<file path="src/rtl/jtdsp16_do_cache_pkg.sv">
// Shared constants for the DSP16 DO-loop cache: DO operand field widths,
// cache geometry and FSM state encodings.
package jtdsp16_do_cache_pkg;

  localparam int DO_NI_W  = 4;
  localparam int DO_K_W   = 7;
  localparam int DO_DW    = DO_NI_W + DO_K_W;
  localparam int DO_DEPTH = 15;
  localparam int INST_W   = 16;

  localparam logic [1:0] ST_IDLE   = 2'd0;
  localparam logic [1:0] ST_FILL   = 2'd1;
  localparam logic [1:0] ST_REPLAY = 2'd2;

  typedef struct packed {
    logic [DO_NI_W-1:0] ni;
    logic [DO_K_W-1:0]  k;
  } do_req_t;

  function automatic do_req_t unpack_do(input logic [DO_DW-1:0] d);
    do_req_t r;
    r.ni = d[DO_DW-1:DO_K_W];
    r.k  = d[DO_K_W-1:0];
    return r;
  endfunction

endpackage

</file>
<file path="src/rtl/jtdsp16_do_cache_if.sv">
// Decoder-side bundle of the DO-loop cache: DO request, instruction stream in,
// replayed stream out, and loop status flags.
interface jtdsp16_do_cache_if
  import jtdsp16_do_cache_pkg::*;
#(
  parameter int DW = 16
) ();

  // Consumption handshake: the decoder takes one instruction word on every clock
  // with cen && inst_adv; the word it takes is cache_dout when cache_en=1, else
  // rom_dout. cache_dout is stable whenever inst_adv or cen is low, so the word
  // presented is always the word that will be consumed.
  logic              do_start;
  logic [DO_DW-1:0]  do_data;
  logic              inst_adv;
  logic [DW-1:0]     rom_dout;
  logic [DW-1:0]     cache_dout;
  logic              cache_en;
  logic              pc_freeze;
  logic              busy;
  logic              fault;
  logic [1:0]        dbg_state;

  modport master (
    output do_start, do_data, inst_adv, rom_dout,
    input  cache_dout, cache_en, pc_freeze, busy, fault, dbg_state
  );

  modport slave (
    input  do_start, do_data, inst_adv, rom_dout,
    output cache_dout, cache_en, pc_freeze, busy, fault, dbg_state
  );

endinterface

</file>
<file path="src/rtl/jtdsp16_do_mem.sv">
// Loop-body register file: one synchronous write port, one asynchronous read port.
// Contents are not reset; the controller only reads entries it has filled.
module jtdsp16_do_mem #(
  parameter int DEPTH = 15,
  parameter int DW    = 16,
  parameter int AW    = $clog2(DEPTH)
) (
  input  logic          clk,
  input  logic          we,
  input  logic [AW-1:0] waddr,
  input  logic [DW-1:0] wdata,
  input  logic [AW-1:0] raddr,
  output logic [DW-1:0] rdata
);

  logic [DW-1:0] mem [DEPTH];

  always_ff @(posedge clk) begin
    if (we) mem[waddr] <= wdata;
  end

  assign rdata = mem[raddr];

endmodule

</file>
<file path="src/rtl/jtdsp16_do_cache.sv">
// DO-loop instruction cache: captures the NI-word loop body on the first pass
// from ROM and replays it from local storage for the remaining K-1 passes.
module jtdsp16_do_cache
  import jtdsp16_do_cache_pkg::*;
#(
  parameter int DEPTH = DO_DEPTH,
  parameter int DW    = INST_W,
  parameter int KW    = DO_K_W
) (
  input  logic                clk,
  input  logic                rst,
  input  logic                cen,
  jtdsp16_do_cache_if.slave   bus
);

  localparam int AW = $clog2(DEPTH);
  localparam logic [DO_NI_W:0] DEPTH_L = (DO_NI_W+1)'(DEPTH);

  logic [1:0]         state;
  logic [AW-1:0]      wr_ptr;
  logic [AW-1:0]      rd_ptr;
  logic [DO_NI_W-1:0] ni;
  logic [KW-1:0]      cnt;
  logic               cache_valid;
  logic               fault_r;

  do_req_t       req;
  logic [AW-1:0] last_idx;
  logic          req_bad_ni;
  logic          mem_we;
  logic          last_pass;
  logic [KW-1:0] cnt_dec;

  assign req        = unpack_do(bus.do_data);
  assign req_bad_ni = {1'b0, req.ni} > DEPTH_L;
  assign last_idx   = AW'(ni - DO_NI_W'(1));
  // A count of 0 or 1 both mean "this is the final pass"; the counter never wraps.
  assign last_pass  = cnt <= KW'(1);
  assign cnt_dec    = last_pass ? '0 : cnt - KW'(1);
  assign mem_we     = cen && bus.inst_adv && (state == ST_FILL);

  jtdsp16_do_mem #(
    .DEPTH (DEPTH),
    .DW    (DW),
    .AW    (AW)
  ) u_mem (
    .clk   (clk),
    .we    (mem_we),
    .waddr (wr_ptr),
    .wdata (bus.rom_dout),
    .raddr (rd_ptr),
    .rdata (bus.cache_dout)
  );

  always_ff @(posedge clk or posedge rst) begin
    if (rst) begin
      state       <= ST_IDLE;
      wr_ptr      <= '0;
      rd_ptr      <= '0;
      ni          <= '0;
      cnt         <= '0;
      cache_valid <= 1'b0;
      fault_r     <= 1'b0;
    end else if (cen) begin
      fault_r <= 1'b0;
      case (state)
        ST_IDLE: begin
          if (bus.do_start) begin
            if (req.ni != '0 && !req_bad_ni) begin
              ni          <= req.ni;
              cnt         <= KW'(req.k);
              wr_ptr      <= '0;
              cache_valid <= 1'b0;
              state       <= ST_FILL;
            end else if (req.ni == '0 && cache_valid) begin
              cnt    <= KW'(req.k);
              rd_ptr <= '0;
              state  <= ST_REPLAY;
            end else begin
              fault_r <= 1'b1;
            end
          end
        end
        ST_FILL: begin
          if (bus.do_start) fault_r <= 1'b1;
          if (bus.inst_adv) begin
            wr_ptr <= wr_ptr + AW'(1);
            if (wr_ptr == last_idx) begin
              cache_valid <= 1'b1;
              cnt         <= cnt_dec;
              rd_ptr      <= '0;
              state       <= last_pass ? ST_IDLE : ST_REPLAY;
            end
          end
        end
        ST_REPLAY: begin
          if (bus.do_start) fault_r <= 1'b1;
          if (bus.inst_adv) begin
            if (rd_ptr == last_idx) begin
              rd_ptr <= '0;
              cnt    <= cnt_dec;
              if (last_pass) state <= ST_IDLE;
            end else begin
              rd_ptr <= rd_ptr + AW'(1);
            end
          end
        end
        default: state <= ST_IDLE;
      endcase
    end
  end

  // Flags decode straight from the state register so they fall in the same
  // cen that returns to IDLE and clear immediately on the async reset.
  assign bus.cache_en  = (state == ST_REPLAY);
  assign bus.pc_freeze = (state == ST_REPLAY);
  assign bus.busy      = (state != ST_IDLE);
  assign bus.fault     = fault_r;
  assign bus.dbg_state = state;

endmodule
</file>
<file path="src/flat_wrapper.sv">
// flat-port wrapper written by rule: the top's interface ports become plain ports
module jtdsp16_do_cache_flat import jtdsp16_do_cache_pkg::*;
#(
  parameter int DEPTH = DO_DEPTH,
  parameter int DW    = INST_W,
  parameter int KW    = DO_K_W
)
  (clk, rst, cen, bus_do_start, bus_do_data, bus_inst_adv, bus_rom_dout, bus_cache_dout, bus_cache_en, bus_pc_freeze, bus_busy, bus_fault, bus_dbg_state);
  jtdsp16_do_cache_if #(.DW(DW)) bus_i ();
  input  logic clk;
  input  logic rst;
  input  logic cen;
  input wire logic [$bits(bus_i.do_start)-1:0] bus_do_start;
  input wire logic [$bits(bus_i.do_data)-1:0] bus_do_data;
  input wire logic [$bits(bus_i.inst_adv)-1:0] bus_inst_adv;
  input wire logic [$bits(bus_i.rom_dout)-1:0] bus_rom_dout;
  output wire logic [$bits(bus_i.cache_dout)-1:0] bus_cache_dout;
  output wire logic [$bits(bus_i.cache_en)-1:0] bus_cache_en;
  output wire logic [$bits(bus_i.pc_freeze)-1:0] bus_pc_freeze;
  output wire logic [$bits(bus_i.busy)-1:0] bus_busy;
  output wire logic [$bits(bus_i.fault)-1:0] bus_fault;
  output wire logic [$bits(bus_i.dbg_state)-1:0] bus_dbg_state;
  assign bus_i.do_start = bus_do_start;
  assign bus_i.do_data = bus_do_data;
  assign bus_i.inst_adv = bus_inst_adv;
  assign bus_i.rom_dout = bus_rom_dout;
  assign bus_cache_dout = bus_i.cache_dout;
  assign bus_cache_en = bus_i.cache_en;
  assign bus_pc_freeze = bus_i.pc_freeze;
  assign bus_busy = bus_i.busy;
  assign bus_fault = bus_i.fault;
  assign bus_dbg_state = bus_i.dbg_state;
  jtdsp16_do_cache #(.DEPTH(DEPTH), .DW(DW), .KW(KW)) u_core (.clk(clk), .rst(rst), .cen(cen), .bus(bus_i));
endmodule
</file>
<file path="config.mk">
export PLATFORM = sky130hd
export DESIGN_NAME = jtdsp16_do_cache_flat
export DESIGN_NICKNAME = d
export VERILOG_FILES = /design/src/rtl/jtdsp16_do_cache_pkg.sv /design/src/rtl/jtdsp16_do_cache_if.sv /design/src/rtl/jtdsp16_do_mem.sv /design/src/rtl/jtdsp16_do_cache.sv /design/src/flat_wrapper.sv
export SDC_FILE = /design/constraint.sdc
export NUM_CORES = 1
export LEC_CHECK = 0
export CORE_MARGIN = 2
export CORE_UTILIZATION = 45
export CTS_BUF_LIST = sky130_fd_sc_hd__clkbuf_16
export DETAILED_ROUTE_END_ITERATION = 10
export GPL_TIMING_DRIVEN = 1
export PLACE_DENSITY = 0.69
export SLEW_MARGIN = 30
export SYNTH_ARGS = -nofsm -noshare
export SYNTH_HDL_FRONTEND = slang
export SYNTH_SLANG_ARGS = --single-unit
</file>
<file path="constraint.sdc">
create_clock -name clk -period 3.1 [get_ports clk]
set_input_delay 0.465 -clock clk [delete_from_list [all_inputs] [get_ports clk]]
set_output_delay 0.465 -clock clk [all_outputs]
set_load 0.1 [all_outputs]
</file>
==> impl_table.tex <==
\begin{tabular}{lr}
\hline
Metric & Value \\
\hline
\multicolumn{2}{l}{\textbf{Setup path}} \\
\quad Crit path max-delay family & multiplexers \\
\quad Ordered list of cells on the worst path & buf\_12, mux4\_2, mux4\_2, buf\_12 \\
\quad Startpoint type of the worst setup path & flip-flop \\
\quad Highest fanout seen on the critical path & 19 \\
\quad Setup CP Type & flip-flop to output pin \\
\quad Slowest cell delay on critical path & 0.55 ns \\
\quad Arrival time at the worst endpoint & 2.57 ns \\
\quad Critical path capture point type & output pin \\
\quad CP bufs+invs & 2 \\
\quad Data required, critical path & 2.63 ns \\
\quad Standard cell with the maximum stage delay on the critical path & sky130\_fd\_sc\_hd\_\_dfrtp\_4 \\
\multicolumn{2}{l}{\textbf{Clock tree}} \\
\quad Buffers from clock root to sink, at most & 3 \\
\quad CTS tree & built \\
\quad Total clock sinks & 263 \\
\quad Clock latency on the worst-skew pair & 0.54 ns \\
\quad Post-CTS clock slew at the launch and capture registers of the worst setup and hold paths & 0.06 ns \\
\quad Number of buffers created by CTS & 27 \\
\quad Cell chosen for the clock root & sky130\_fd\_sc\_hd\_\_clkbuf\_16 \\
\quad Htree depth & 1 \\
\multicolumn{2}{l}{\textbf{Floorplan}} \\
\quad Starting utilization of the core area & 45.9\% \\
\quad Die outline width & 159 µm \\
\quad Core Area & 23500 µm² \\
\quad Die outline area & 25200 µm² \\
\quad Die Ht & 159 µm \\
\quad Number of core rows & 56 \\
\quad Num ports & 54 \\
\multicolumn{2}{l}{\textbf{GRT}} \\
\quad Via count of the first global-routing pass & 5542 \\
\quad Combined global-route utilization of all metal layers & 17.2\% \\
\quad Global-route wire length before repair & 33000 µm \\
\quad Pin count of the biggest net entering global routing & 30 \\
\quad Antenna violations before repair & 0 \\
\quad Total grt overflow & 0 \\
\multicolumn{2}{l}{\textbf{Yosys}} \\
\quad Distinct cells, synth & 47 \\
\quad Synth warn & 0 \\
\quad Primary FF master, synth & sky130\_fd\_sc\_hd\_\_edfxtp\_1 \\
\quad Share of the yosys chip area belonging to registers & 72.2\% \\
\quad Seq cells post-synth & 263 \\
\quad Number of enable-type register cells in the synthesized netlist & 240 \\
\quad Number of instances in the synthesized netlist & 560 \\
\quad Total standard cell area after synthesis & 10800 µm² \\
\quad Fraction of synthesis flops using an asynchronous set or reset pin & 8.75\% \\
\quad Post-synthesis area per instance & 19.3 µm² \\
\quad Post-synthesis net count & 604 \\
\multicolumn{2}{l}{\textbf{Final layout}} \\
\quad FILL cells & 1782 \\
\quad Nets & 691 \\
\quad Fin cells & 987 \\
\quad Utilization after layout & 55.4\% \\
\quad Area of all sequential standard cells & 7790 µm² \\
\quad Final antenna diode count & 0 \\
\quad Fraction of final layout cells sized beyond drive strength 1 & 29.0\% \\
\quad Area of the multi-input gates & 2850 µm² \\
\quad Area growth from synthesis to final layout & 20.5\% \\
\multicolumn{2}{l}{\textbf{STA}} \\
\quad Hold violation count in the final report & 0 \\
\quad Worst slew pin tran & 0.839 ns \\
\quad Final Hold Slack & 0.309 ns \\
\quad Slew Viols, Final & 0 \\
\quad Final setup violation count & 0 \\
\quad Highest clock frequency the design can meet & 0.329 GHz \\
\quad Worst Clk Skew & 0.0113 ns \\
\quad Time the worst path needs with I/O delays and setup & 3.04 ns \\
\quad Portion of the clock cycle consumed by the worst path in the final layout & 98.0\% \\
\quad Setup repair after global routing missed its margin & yes \\
\quad Slew headroom & 43.7\% \\
\multicolumn{2}{l}{\textbf{Placed design}} \\
\quad Buffers added on ports & 53 \\
\quad Dpl hpwl & 12200 µm \\
\quad Cell count after placement & 933 \\
\quad Weighted congestion reported at the end of routability-driven placement & 0.732 \\
\multicolumn{2}{l}{\textbf{Power}} \\
\quad Standby leakage power & 4.47 nW \\
\quad Share of total power in combinational logic & 34.2\% \\
\quad Worst IR Drop VDD & 0.670 mV \\
\quad Clock share of power & 28.9\% \\
\quad Power Dens Cells & 836 nW/µm² \\
\quad Fraction of power consumed by sequential logic & 36.9\% \\
\quad Net load switching power & 0.00357 W \\
\quad Design internal power & 0.00730 W \\
\quad Share of total power consumed by net switching & 32.9\% \\
\multicolumn{2}{l}{\textbf{Run}} \\
\quad Max-cap violation count & 0 \\
\multicolumn{2}{l}{\textbf{Route}} \\
\quad Vias per cell & 5.51 \\
\quad DR WL/cell & 21.7 µm \\
\quad Number of vias in the routed layout & 5441 \\
\quad Number of violations reported at the end of detailed-routing iteration 0 & 477 \\
\quad Number of remaining DRC errors & 0 \\
\quad Routed wire length & 21500 µm \\
\quad Antenna-violating nets left & 0 \\
\quad Number of iterations in the first detailed-routing pass & 5 \\
\multicolumn{2}{l}{\textbf{Worst hold path}} \\
\quad Min-Delay Path Class & primary input to asynchronous set/reset pin \\
\multicolumn{2}{l}{\textbf{Run status}} \\
\quad Run status & finished clean \\
\hline
\end{tabular}
[layer usage]
layer  part of all wire (%)  track usage (%)
met5                      0                0
met4                    2.1             4.50
met3                    6.8             3.24
met2                     49             27.9
met1                     43             24.2
[power groups by stage]
stage                     Sequential, W  Clock (W)  Combinational, W
after floorplan                 0.00402          0           0.00251
after global placement          0.00410          0           0.00367
after detailed placement        0.00410          0           0.00370
after CTS                       0.00401    0.00319           0.00374
after global routing            0.00402    0.00334           0.00389
final                           0.00401    0.00314           0.00371
[synth_stat cells, drive strengths merged, types with 5 or more instances]
cell type / number / share of area (%)
buf: 10 / 0.52
clkbuf: 18 / 0.64
dfrtp: 23 / 5.3
edfxtp: 240 / 67
ha: 12 / 1.4
inv: 19 / 0.66
mux2: 10 / 1.2
mux2i: 22 / 2.0
mux4: 64 / 13
nand2: 28 / 0.97
nand2b: 6 / 0.35
nand3: 5 / 0.23
nor2: 19 / 0.66
nor3: 7 / 0.32
o21ai: 25 / 1.2
xnor2: 10 / 0.81
xor2: 5 / 0.41
[layout by cell type (no fill, tap or decap), types with 2 or more instances in the layout]
cell / n
sky130_fd_sc_hd__clkinv_1: 6
sky130_fd_sc_hd__nand3_1: 5
sky130_fd_sc_hd__ha_1: 12
sky130_fd_sc_hd__clkdlybuf4s50_1: 31
sky130_fd_sc_hd__o211ai_1: 3
sky130_fd_sc_hd__clkbuf_16: 27
sky130_fd_sc_hd__dfrtp_2: 2
sky130_fd_sc_hd__or3_1: 2
sky130_fd_sc_hd__nand2b_1: 6
sky130_fd_sc_hd__and3_1: 3
sky130_fd_sc_hd__edfxtp_1: 240
sky130_fd_sc_hd__nor2b_1: 2
sky130_fd_sc_hd__xnor2_1: 10
sky130_fd_sc_hd__nor2_1: 8
sky130_fd_sc_hd__a22o_1: 2
sky130_fd_sc_hd__bufinv_16: 3
sky130_fd_sc_hd__o2bb2ai_1: 2
sky130_fd_sc_hd__mux2_4: 4
sky130_fd_sc_hd__inv_1: 22
sky130_fd_sc_hd__buf_4: 32
sky130_fd_sc_hd__dfrtp_4: 2
sky130_fd_sc_hd__o21ai_0: 25
sky130_fd_sc_hd__mux2i_1: 22
sky130_fd_sc_hd__o41ai_4: 2
sky130_fd_sc_hd__nor2_2: 11
sky130_fd_sc_hd__clkinv_2: 8
sky130_fd_sc_hd__nand2_1: 28
sky130_fd_sc_hd__a31oi_1: 3
sky130_fd_sc_hd__dfrtp_1: 19
sky130_fd_sc_hd__xor2_1: 5
sky130_fd_sc_hd__buf_12: 23
sky130_fd_sc_hd__nor3_2: 4
sky130_fd_sc_hd__mux4_2: 63
sky130_fd_sc_hd__nor3_1: 3
sky130_fd_sc_hd__nor3b_1: 3
sky130_fd_sc_hd__mux2_2: 6
[worst reg2reg max path, cell delays in order, from the launching register on]
cell,delay (ns)
sky130_fd_sc_hd__dfrtp_1,0.44
sky130_fd_sc_hd__inv_1,0.07
sky130_fd_sc_hd__ha_1,0.21
sky130_fd_sc_hd__xnor2_1,0.28
sky130_fd_sc_hd__xnor2_1,0.17
sky130_fd_sc_hd__o41ai_4,0.56
sky130_fd_sc_hd__nand4_4,0.30
sky130_fd_sc_hd__mux2_4,0.38
[worst paths after layout]
| path | cells after the start | to | startpoint | slack [ns] |
|---|---|---|---|---|
| min in group clk | 2 | u_core.bus.fault | u_core.bus.fault | 0.53 |
| min | 2 | u_core.bus.fault | rst | 0.31 |
| max in group asynchronous | 2 | u_core.rd_ptr[1] | rst | 2.34 |
| min reg2reg | 2 | u_core.bus.fault | u_core.bus.fault | 0.53 |
| max reg2reg | 7 | u_core.cnt[3] | u_core.ni[0] | 0.58 |
| max | 4 | bus_cache_dout[14] | u_core.rd_ptr[0] | 0.06 |
[cell families after synthesis]
family                   Yosys count  share of synthesized area [%]
XOR/XNOR                          15                           1.22
adder cells (fa/ha/maj)           12                           1.39
buffers and inverters             47                           1.82
AND/OR/NAND/NOR                   83                           3.83
AO/OA/AOI/OAI                     44                           2.89
multiplexers                      96                           16.7
flip-flops                       263                           72.2
[registers in the layout (all words and copies together) (netlist names)]
| signal | count |
|---|---|
| u_core.u_mem.mem | 240 |
| u_core.cnt | 7 |
| u_core.ni | 4 |
| u_core.rd_ptr | 4 |
| u_core.wr_ptr | 4 |
| u_core.bus.dbg_state | 2 |
| u_core.bus.fault | 1 |
| u_core.cache_valid | 1 |
[per-stage QoR]
step,TNS [ns],cell area (µm²),total power (W),setup slack (ns)
after floorplan,0,10800,0.00653,0.149
after global placement,0,12100,0.00776,0.437
after detailed placement,0,12100,0.00780,0.439
after CTS,0,13000,0.0109,0.0139
after global routing,-0.0270,13000,0.0113,-0.0204
final,0,13000,0.0109,0.0609
[layout make-up]
class	instances	area share [%]
flip-flops and latches	263	60.0
multi-input cells	250	21.9
repair buffers	86	7.78
clock buffers	27	5.20
well taps	319	3.07
clock inverters	23	1.54
inverters	19	0.549
[repair_timing]
action / in CTS / in global routing
resized for setup: 0 / 3
pin swaps: 0 / 0
hold buffers: 0 / 0
gates cloned: 0 / 0
buffers inserted: 4 / 0
endpoints found under the setup margin: 15 / 8
Note: power is estimated with default switching activity, not from simulation.
